$ cat config.mk
export PLATFORM = sky130hd
export DESIGN_NAME = rv_ctl_hs
export DESIGN_NICKNAME = d
export VERILOG_FILES = /design/src/rtl/rv_ctl_hs.sv
export SDC_FILE = /design/constraint.sdc
export NUM_CORES = 1
export LEC_CHECK = 0
export CAP_MARGIN = 20
export CORE_MARGIN = 10
export CORE_UTILIZATION = 52
export DETAILED_ROUTE_END_ITERATION = 8
export PLACE_DENSITY = 0.84
export SLEW_MARGIN = 20
export SYNTH_ARGS = -nofsm -noshare
export SYNTH_HDL_FRONTEND = slang
export SYNTH_SLANG_ARGS = --single-unit
$ cat constraint.sdc
create_clock -name clk -period 8.19 [get_ports clk]
set_clock_uncertainty 0.05 [all_clocks]
set_input_delay 2.457 -clock clk [delete_from_list [all_inputs] [get_ports clk]]
set_output_delay 2.457 -clock clk [all_outputs]
set_load 0.01 [all_outputs]
$ cat src/rtl/rv_ctl_hs.sv
// rv_ctl_hs: multicycle RV32-subset control FSM with a memory ready/req handshake,
// sticky illegal/timeout flags and a retired-instruction counter.
module rv_ctl_hs #(
    parameter int unsigned MEM_TMO = 16,
    parameter int unsigned CNT_W   = 32
) (
    input  logic             clk,
    input  logic             rst,
    input  logic [31:0]      instr,
    input  logic             zero,
    input  logic             mem_ready,
    output logic             mem_req,
    output logic             memrw,
    output logic [1:0]       pcsource,
    output logic             pcwrite,
    output logic             pccen,
    output logic             irwrite,
    output logic             mdrwrite,
    output logic             regwen,
    output logic [1:0]       wbsel,
    output logic [2:0]       immsel,
    output logic [1:0]       asel,
    output logic [1:0]       bsel,
    output logic [3:0]       alusel,
    output logic             illegal,
    output logic             timeout,
    output logic             halted,
    output logic [CNT_W-1:0] instret
);
    localparam int unsigned WAIT_W = $clog2(MEM_TMO + 1) + 1;

    localparam logic [6:0] OPC_LOAD   = 7'b0000011;
    localparam logic [6:0] OPC_STORE  = 7'b0100011;
    localparam logic [6:0] OPC_OPIMM  = 7'b0010011;
    localparam logic [6:0] OPC_OP     = 7'b0110011;
    localparam logic [6:0] OPC_LUI    = 7'b0110111;
    localparam logic [6:0] OPC_BRANCH = 7'b1100011;
    localparam logic [6:0] OPC_JAL    = 7'b1101111;
    localparam logic [6:0] OPC_JALR   = 7'b1100111;

    localparam logic [1:0] PC_ALU     = 2'd1;
    localparam logic [1:0] PC_ALU_CLR = 2'd2;
    localparam logic [1:0] WB_PC      = 2'd0;
    localparam logic [1:0] WB_ALU     = 2'd1;
    localparam logic [1:0] WB_MDR     = 2'd2;
    localparam logic [2:0] IMM_I      = 3'd0;
    localparam logic [2:0] IMM_S      = 3'd1;
    localparam logic [2:0] IMM_B      = 3'd2;
    localparam logic [2:0] IMM_J      = 3'd3;
    localparam logic [2:0] IMM_U      = 3'd4;
    localparam logic [1:0] A_REG      = 2'd0;
    localparam logic [1:0] A_PCC      = 2'd1;
    localparam logic [1:0] A_ZERO     = 2'd2;
    localparam logic [1:0] B_REG      = 2'd0;
    localparam logic [1:0] B_IMM      = 2'd1;
    localparam logic [3:0] ALU_ADD    = 4'b0000;
    localparam logic [3:0] ALU_SUB    = 4'b0001;

    typedef enum logic [3:0] {
        FETCH, DECODE, ADDR, MEM_RD, MEM_WB, MEM_WR,
        ALU_EXEC, ALU_WB, BRANCH, JAL_EX, JALR_EX, HALT
    } state_t;

    state_t             state, state_n;
    logic [WAIT_W-1:0]  wait_cnt;
    logic [CNT_W-1:0]   instret_q;
    logic               illegal_q, timeout_q;
    logic               set_illegal, set_timeout, retire;
    logic               mem_state, wait_last;

    logic [6:0] opcode;
    logic [2:0] funct3;
    logic       is_lw, is_sw, is_opimm, is_op, is_lui, is_br, is_jal, is_jalr;
    logic       unused_instr;

    assign opcode   = instr[6:0];
    assign funct3   = instr[14:12];
    assign is_lw    = (opcode == OPC_LOAD)  && (funct3 == 3'b010);
    assign is_sw    = (opcode == OPC_STORE) && (funct3 == 3'b010);
    assign is_opimm = (opcode == OPC_OPIMM);
    assign is_op    = (opcode == OPC_OP);
    assign is_lui   = (opcode == OPC_LUI);
    assign is_br    = (opcode == OPC_BRANCH) && (funct3[2:1] == 2'b00);
    assign is_jal   = (opcode == OPC_JAL);
    assign is_jalr  = (opcode == OPC_JALR) && (funct3 == 3'b000);
    assign unused_instr = &{1'b0, instr[31], instr[29:15], instr[11:7]};

    assign mem_state = (state == FETCH) || (state == MEM_RD) || (state == MEM_WR);
    // This cycle would push the wait count to MEM_TMO without a response.
    assign wait_last = (MEM_TMO != 0) && (32'(wait_cnt) == (MEM_TMO - 32'd1));

    always_comb begin
        state_n     = state;
        set_illegal = 1'b0;
        set_timeout = 1'b0;
        mem_req     = 1'b0;
        memrw       = 1'b0;
        pcsource    = 2'd0;
        pcwrite     = 1'b0;
        pccen       = 1'b0;
        irwrite     = 1'b0;
        mdrwrite    = 1'b0;
        regwen      = 1'b0;
        wbsel       = WB_PC;
        immsel      = IMM_I;
        asel        = A_REG;
        bsel        = B_REG;
        alusel      = ALU_ADD;
        halted      = 1'b0;

        case (state)
            FETCH: begin
                mem_req = 1'b1;
                if (mem_ready) begin
                    irwrite = 1'b1;
                    pcwrite = 1'b1;
                    pccen   = 1'b1;
                    state_n = DECODE;
                end else if (wait_last) begin
                    mem_req     = 1'b0;
                    set_timeout = 1'b1;
                    state_n     = HALT;
                end
            end
            DECODE: begin
                immsel = IMM_B;
                asel   = A_PCC;
                bsel   = B_IMM;
                if (is_lw || is_sw || is_opimm) state_n = ADDR;
                else if (is_op || is_lui)       state_n = ALU_EXEC;
                else if (is_br)                 state_n = BRANCH;
                else if (is_jal)                state_n = JAL_EX;
                else if (is_jalr)               state_n = JALR_EX;
                else begin
                    set_illegal = 1'b1;
                    state_n     = HALT;
                end
            end
            ADDR: begin
                bsel   = B_IMM;
                immsel = is_sw ? IMM_S : IMM_I;
                if (is_opimm && (funct3 == 3'b101)) alusel = {funct3, instr[30]};
                if (is_lw)      state_n = MEM_RD;
                else if (is_sw) state_n = MEM_WR;
                else            state_n = ALU_WB;
            end
            MEM_RD: begin
                mem_req = 1'b1;
                if (mem_ready) begin
                    mdrwrite = 1'b1;
                    state_n  = MEM_WB;
                end else if (wait_last) begin
                    mem_req     = 1'b0;
                    set_timeout = 1'b1;
                    state_n     = HALT;
                end
            end
            MEM_WR: begin
                mem_req = 1'b1;
                memrw   = 1'b1;
                if (mem_ready) begin
                    state_n = FETCH;
                end else if (wait_last) begin
                    mem_req     = 1'b0;
                    memrw       = 1'b0;
                    set_timeout = 1'b1;
                    state_n     = HALT;
                end
            end
            MEM_WB: begin
                regwen  = 1'b1;
                wbsel   = WB_MDR;
                state_n = FETCH;
            end
            ALU_EXEC: begin
                if (is_lui) begin
                    asel   = A_ZERO;
                    bsel   = B_IMM;
                    immsel = IMM_U;
                end else begin
                    alusel = {funct3, instr[30]};
                end
                state_n = ALU_WB;
            end
            ALU_WB: begin
                regwen  = 1'b1;
                wbsel   = WB_ALU;
                state_n = FETCH;
            end
            BRANCH: begin
                alusel   = ALU_SUB;
                pcsource = PC_ALU;
                pcwrite  = (funct3[0] == 1'b0) ? zero : ~zero;
                state_n  = FETCH;
            end
            JAL_EX: begin
                asel     = A_PCC;
                bsel     = B_IMM;
                immsel   = IMM_J;
                pcsource = PC_ALU;
                pcwrite  = 1'b1;
                regwen   = 1'b1;
                wbsel    = WB_PC;
                state_n  = FETCH;
            end
            JALR_EX: begin
                bsel     = B_IMM;
                pcsource = PC_ALU_CLR;
                pcwrite  = 1'b1;
                regwen   = 1'b1;
                wbsel    = WB_PC;
                state_n  = FETCH;
            end
            HALT: halted = 1'b1;
            default: state_n = HALT;
        endcase

        retire  = (state != FETCH) && (state_n == FETCH);
        illegal = illegal_q;
        timeout = timeout_q;
        instret = instret_q;

        // Reset silences every output in the cycle it is applied.
        if (rst) begin
            set_illegal = 1'b0;
            set_timeout = 1'b0;
            retire      = 1'b0;
            mem_req     = 1'b0;
            memrw       = 1'b0;
            pcsource    = 2'd0;
            pcwrite     = 1'b0;
            pccen       = 1'b0;
            irwrite     = 1'b0;
            mdrwrite    = 1'b0;
            regwen      = 1'b0;
            wbsel       = 2'd0;
            immsel      = 3'd0;
            asel        = 2'd0;
            bsel        = 2'd0;
            alusel      = 4'd0;
            halted      = 1'b0;
            illegal     = 1'b0;
            timeout     = 1'b0;
            instret     = '0;
        end
    end

    always_ff @(posedge clk) begin
        if (rst) state <= FETCH;
        else     state <= state_n;
    end

    // Wait counter restarts on entry to any state that waits on memory.
    always_ff @(posedge clk) begin
        if (rst) begin
            wait_cnt <= '0;
        end else if ((state_n != state) &&
                     ((state_n == FETCH) || (state_n == MEM_RD) || (state_n == MEM_WR))) begin
            wait_cnt <= '0;
        end else if (mem_state && !mem_ready) begin
            wait_cnt <= wait_cnt + WAIT_W'(1);
        end
    end

    always_ff @(posedge clk) begin
        if (rst) begin
            illegal_q <= 1'b0;
            timeout_q <= 1'b0;
            instret_q <= '0;
        end else begin
            if (set_illegal) illegal_q <= 1'b1;
            if (set_timeout) timeout_q <= 1'b1;
            if (retire)      instret_q <= instret_q + CNT_W'(1);
        end
    end

endmodule

==> results of run 1 <==
[logic make-up after synthesis]
group / count (synthesis)
AOI/OAI and AO/OA: 92
xor gates and xnor gates: 10
adders and majority gates: 2
buffers and inverters: 41
DFF: 44
muxes: 3
other: 1
and+or+nand+nor: 221
[per-layer routing]
layer	global-route usage [%]	wire length [µm]	part of all wire, %	up-vias
met5	0	0	0	-
met4	3.47	33	0.39	0
met3	4.91	539	6.4	4
met2	29.0	4280	51	91
met1	19.2	3580	42	1540
li1	-	-	-	1615
[worst max-delay path by stage]
| stage | startpoint | end | slack, ps | cells after the start |
|---|---|---|---|---|
| after floorplan | instr[6] | bsel[0] | 1870 | 5 |
| after global placement | instr[3] | alusel[0] | 850 | 8 |
| after detailed placement | instr[3] | alusel[0] | 780 | 8 |
| after CTS | instr[3] | alusel[0] | 760 | 8 |
| after global routing | instr[6] | alusel[0] | 600 | 8 |
| final | instr[3] | alusel[0] | 780 | 8 |
[worst register-to-register path: cells and delay by family, from the launching register on]
| family | cells | cell delay, ps |
|---|---|---|
| AOI/OAI and AO/OA | 3 | 820 |
| DFF | 1 | 710 |
| and+or+nand+nor | 3 | 1300 |
| xor gates and xnor gates | 1 | 260 |
[per-stage QoR]
| stage | cells | cell area (µm²) | utilization (%) | worst slack, ps |
|---|---|---|---|---|
| 6_report | 541 | 3940 | 67.0 | 776 |
| 5_1_grt | 541 | 3940 | 67.0 | 599 |
| 4_1_cts | 541 | 3940 | 67.0 | 763 |
| 3_5_place_dp | 533 | 3820 | 64.9 | 783 |
| 3_3_place_gp | 533 | 3820 | 64.9 | 845 |
| 2_1_floorplan | 414 | 3140 | - | 1870 |
[state kept, by name (all words and copies together), names as in the netlist]
signal     cells
state          4
illegal_q      1
instret_q     32
timeout_q      1
wait_cnt       6
[power groups by stage]
stage | Sequential, mW | Clock, mW | Combinational (mW)
floorplan | 0.247 | 0 | 0.317
global placement | 0.257 | 0 | 0.400
detailed placement | 0.257 | 0 | 0.409
CTS | 0.252 | 0.181 | 0.410
global route | 0.256 | 0.186 | 0.449
finish | 0.253 | 0.176 | 0.413
[final cells by class]
cell class	count	area (µm²)
fill	523	1940
tap	75	93.8
timing repair buffer	74	726
clock inverter	2	38.8
inverter	11	41.3
sequential	44	881
clock buffer	6	82.6
multi-input combinational	329	2080
[Yosys cell counts (3+ instances only)]
library cell,count
buf_2,4
or4b_1,3
inv_1,11
nor3_1,17
clkbuf_1,18
and3_1,7
nand4_1,9
nand3b_1,5
a21oi_1,32
nor4_1,5
o21ai_0,16
or3_1,13
nor2b_1,31
or4_1,12
nor2_1,39
nand3_1,18
nand2b_1,7
o31ai_1,11
nand2_1,33
buf_1,4
buf_4,3
or2_2,4
dfxtp_1,44
a211oi_1,8
xor2_1,7
nand4_2,3
xnor2_1,3
==> results.sh, run 1 <==
export IMPL_crit_path_end_kind="output pin"
export IMPL_p_clk_share_pct=20.9
export IMPL_n_antenna_cell=0
export IMPL_power_frac_seq_pct=30.0
export IMPL_drv_cap=0
export IMPL_die_w_um=97.7
export IMPL_synth_top_cell_by_area="dfxtp_1"
export IMPL_cts_clk_slew_worst_paths_ps=90
export IMPL_design_die_area_um2=9550
export IMPL_startpoint_type="primary input"
export IMPL_synth_simple_area_share_pct=40.8
export IMPL_power_uw=842
export IMPL_chipHeight_um=97.7
export IMPL_cpPeakStageDelay_ps=560
export IMPL_crit_family="simple AND/OR/NAND/NOR gates"
export IMPL_dp_hpwl_mm=6.25
export IMPL_cts_resized_gates=0
export IMPL_place_congestion=0.860
export IMPL_critPathBufInv=2
export IMPL_drtIter0Drc=197
export IMPL_worstHoldStart="illegal_q"
export IMPL_syn_area_um2=3140
export IMPL_ff2ff_setup_slack_ps=4980
export IMPL_area_growth_syn_to_layout_pct=25.6
export IMPL_cts_tree="built"
export IMPL_synthTopCellsByArea="dfxtp_1 28%, nor2b_1 6.2%, a21oi_1 5.1%"
export IMPL_tightest_slew_ps=760
export IMPL_wirelength_mm=8.44
export IMPL_synth_edff_count=0
export IMPL_internal_power_uw=494
export IMPL_drive_gt1_share_pct=6.22
export IMPL_fin_crit_sh_pct=90.5
export IMPL_hold_viol=0
export IMPL_worstHoldPathType="reg -> reg"
export IMPL_irDropWorstVdd_uv=149
export IMPL_final_common_cell="clkdlybuf4s50_1"
export IMPL_post_drt_wl_per_cell_um=15.6
export IMPL_p_sw_uw=348
export IMPL_core_area_um2=5890
export IMPL_avgSynthCellArea_um2=7.58
export IMPL_synth_ff_type="dfxtp_1"
export IMPL_cts_num_sinks=44
export IMPL_outcome="finished clean"
export IMPL_hold_path_depth=2
export IMPL_cp_max_fo=6
export IMPL_cts_root_buf="clkbuf_8"
export IMPL_nets=503
export IMPL_grt_max_degree=41
export IMPL_ctsHoldBuffers=0
export IMPL_post_cts_setup_buffers=0
export IMPL_pin_count=93
export IMPL_setup_tns_ps=0
export IMPL_grt_ovfl_total=0
export IMPL_timing_rr_start="state[2]"
export IMPL_slew_headroom_pct=48.9
export IMPL_clockBufferDepth=2
export IMPL_remaining_drc_errors=0
export IMPL_drt_pass1_iter_count=5
export IMPL_synth_compound_area_share_pct=20.7
export IMPL_reg2regPathDepth=7
export IMPL_crit_arrival_ps=4910
export IMPL_initial_core_util_pct=53.3
export IMPL_synth_area_mux_share_pct=1.04
export IMPL_cts_buffers=5
export IMPL_comb_power_share_pct=49.0
export IMPL_grt_pass1_vias=2961
export IMPL_holdPathEnd="illegal_q"
export IMPL_setup_violations=0
export IMPL_vias=3250
export IMPL_yosysWarnings=0
export IMPL_slew_violations=0
export IMPL_synth_cells=414
export IMPL_drt_vias_per_instance=6.01
export IMPL_syn_nets=452
export IMPL_regToRegEndpoint="instret_q[26]"
export IMPL_cts_max_level=2
export IMPL_synth_seq_cells=44
export IMPL_final_antenna_net_count=0
export IMPL_layout_min_cycle_time_ps=7410
export IMPL_path_common_cell="clkdlybuf4s50_1"
export IMPL_synthAdderAreaFrac_pct=0.797
export IMPL_grt_pass1_wl_mm=14.0
export IMPL_synth_xor_area_share_pct=2.79
export IMPL_synth_top_family_by_area="simple AND/OR/NAND/NOR gates"
export IMPL_crit_type="in -> out"
export IMPL_async_flop_share_pct=0
export IMPL_antenna_found_initial=0
export IMPL_path_cells="clkdlybuf4s50_1, nand4bb_1, nor4_1, mux2i_1, nor3_1, nand4_1, a21oi_1, clkdlybuf4s50_1"
export IMPL_fmaxAchievable_mhz=135
export IMPL_yosysUniqueCellTypes=64
export IMPL_switching_share_pct=41.3
export IMPL_p_per_area_nw_per_um2=214
export IMPL_required_ps=5680
export IMPL_worstSkewPairLatency_ps=300
export IMPL_slowest_stage="clkdlybuf4s50_1"
export IMPL_yosysSeqAreaShare_pct=28.1
export IMPL_num_rows=28
export IMPL_rsz0062_at_grt="false"
export IMPL_track_usage_pct=16.5
export IMPL_power_leakage_nw=1.30
export IMPL_portBuffers=70
export IMPL_hold_worst_slack_ps=419
export IMPL_final_cell_mix="69 x clkdlybuf4s50_1, 44 x dfxtp_1, 39 x nor2_1"
export IMPL_synth_top_area_share_pct=28.1
Power figures use the tool's default switching activity.
==> run 2, diff against run 1 <==
CELL_PAD_IN_SITES_DETAIL_PLACEMENT = 1   (was unset)
CELL_PAD_IN_SITES_GLOBAL_PLACEMENT = 1   (was unset)
CORE_UTILIZATION = 37   (was 52)
SKIP_CTS_REPAIR_TIMING = 1   (was unset)
==> run 2 against run 1 <==
  * Clock power barely moved
  * Sequential share of layout area about the same
  * Worst setup slack lost 82 ps
  * Critical endpoint unchanged
  * Highest routed layer unchanged
==> results.sh, run 2 (synthesis results as in run 1) <==
export IMPL_outcome="finished clean"
export IMPL_hold_viol=0
export IMPL_vias=3284
export IMPL_wirelength_mm=10.0
export IMPL_worstSkewPairLatency_ps=310
export IMPL_design_die_area_um2=12600
export IMPL_cts_max_level=2
export IMPL_setup_violations=0
export IMPL_slew_headroom_pct=40.9
export IMPL_comb_power_share_pct=46.9
export IMPL_reg2regPathDepth=7
export IMPL_grt_pass1_wl_mm=16.9
export IMPL_place_inst=560
export IMPL_final_common_cell="clkdlybuf4s50_1"
export IMPL_core_area_um2=8220
export IMPL_fill_cells=1014
export IMPL_pre_cts_ws_ps=695
export IMPL_track_usage_pct=15.5
export IMPL_rsz0062_at_grt="false"
export IMPL_final_cell_mix="69 x clkdlybuf4s50_1, 44 x dfxtp_1, 39 x nor2_1"
export IMPL_final_cells=568
export IMPL_cts_num_sinks=44
export IMPL_remaining_drc_errors=0
export IMPL_portBuffers=70
export IMPL_chipHeight_um=112
export IMPL_place_congestion=0.833
export IMPL_startpoint_type="primary input"
export IMPL_tightest_slew_ps=878
export IMPL_power_leakage_nw=1.27
export IMPL_antenna_found_initial=0
export IMPL_cts_root_buf="clkbuf_8"
export IMPL_drtIter0Drc=123
export IMPL_irDropWorstVdd_uv=87.9
export IMPL_cts_clk_slew_worst_paths_ps=90
export IMPL_power_uw=856
export IMPL_nets=500
export IMPL_setup_tns_ps=0
export IMPL_power_frac_seq_pct=32.9
export IMPL_drv_cap=0
export IMPL_p_sw_uw=377
export IMPL_cp_max_fo=6
export IMPL_area_growth_syn_to_layout_pct=25.8
export IMPL_drive_gt1_share_pct=5.62
export IMPL_crit_type="in -> out"
export IMPL_crit_arrival_ps=4990
export IMPL_drt_pass1_iter_count=4
export IMPL_internal_power_uw=479
export IMPL_pin_count=93
export IMPL_multiInputGateArea_um2=2080
export IMPL_crit_path_end_kind="output pin"
export IMPL_fin_crit_sh_pct=91.5
export IMPL_fmaxAchievable_mhz=133
export IMPL_p_per_area_nw_per_um2=217
export IMPL_hold_worst_slack_ps=425
export IMPL_slew_violations=0
export IMPL_final_antenna_net_count=0
export IMPL_fin_ws_ps=694
export IMPL_grt_max_degree=70
export IMPL_cts_buffers=5
export IMPL_grt_pass1_vias=3406
export IMPL_worstHoldPathType="reg -> reg"
export IMPL_n_antenna_cell=0
export IMPL_dp_hpwl_mm=7.48
export IMPL_final_seq_area_um2=881
export IMPL_num_rows=33
export IMPL_drt_vias_per_instance=5.78
export IMPL_cts_tree="built"
export IMPL_die_w_um=112
export IMPL_grt_ovfl_total=0
export IMPL_switching_share_pct=44.0
export IMPL_clockBufferDepth=2
export IMPL_post_drt_wl_per_cell_um=17.7
export IMPL_required_ps=5680
export IMPL_p_clk_share_pct=20.2
export IMPL_initial_core_util_pct=38.2
export IMPL_hold_path_depth=2
export IMPL_reg_largest_list="instret_q: 32 flops, wait_cnt: 6 flops, state: 4 flops"
export IMPL_top_register="instret_q"
export IMPL_layout_min_cycle_time_ps=7500
export IMPL_largest_reg_flops=32
run 2: changes by cell type in the layout (fill, tap and decap cells not counted), sizes merged:
cell,change
buf,-3
clkbuf,-1
clkinvlp,+1
run 2: final cells by class:
class / count / area share, %
Tap cell: 105 / 3.33
Clock inverter: 3 / 1.08
Clock buffer: 5 / 1.74
Multi-Input combinational cell: 329 / 52.7
Timing Repair Buffer: 71 / 17.8
Sequential cell: 44 / 22.3
Inverter: 11 / 1.05
run 2: critical path, stage by stage:
cell	delay, ps
clkdlybuf4s50_1	440
nand4bb_1	390
nor4_1	380
mux2i_1	120
nor3_1	270
nand4_1	150
a21oi_1	190
clkdlybuf4s50_1	580
run 2: layer usage:
layer  GRT usage (%)  vias up  part of all wire (%)
met1            18.4     1609                    42
met5               0        -                     0
met3            3.30       14                   4.6
li1                -     1601                     -
met2            27.2       60                    52
met4            4.65        0                   1.5
run 2: power by group through the flow:
stage / combinational (mW) / sequential (mW) / clock, mW
2_1_floorplan: 0.317 / 0.247 / 0
3_3_place_gp: 0.377 / 0.284 / 0
3_5_place_dp: 0.394 / 0.286 / 0
4_1_cts: 0.400 / 0.281 / 0.177
5_1_grt: 0.438 / 0.289 / 0.186
6_report: 0.401 / 0.282 / 0.173
run 2: path summary, 6_finish.rpt:
check / from / to / slack (ps)
worst min register to register: illegal_q / illegal_q / 420
worst max register to register: state[0] / wait_cnt[2] / 4670
worst max-delay path: instr[3] / alusel[0] / 690
worst min-delay path: illegal_q / illegal_q / 420
run 2: stage by stage:
stage	util [%]	instance area, µm²
2_1_floorplan	-	3140
3_3_place_gp	46.7	3840
3_5_place_dp	46.7	3840
4_1_cts	48.1	3950
5_1_grt	48.1	3950
6_report	48.1	3950
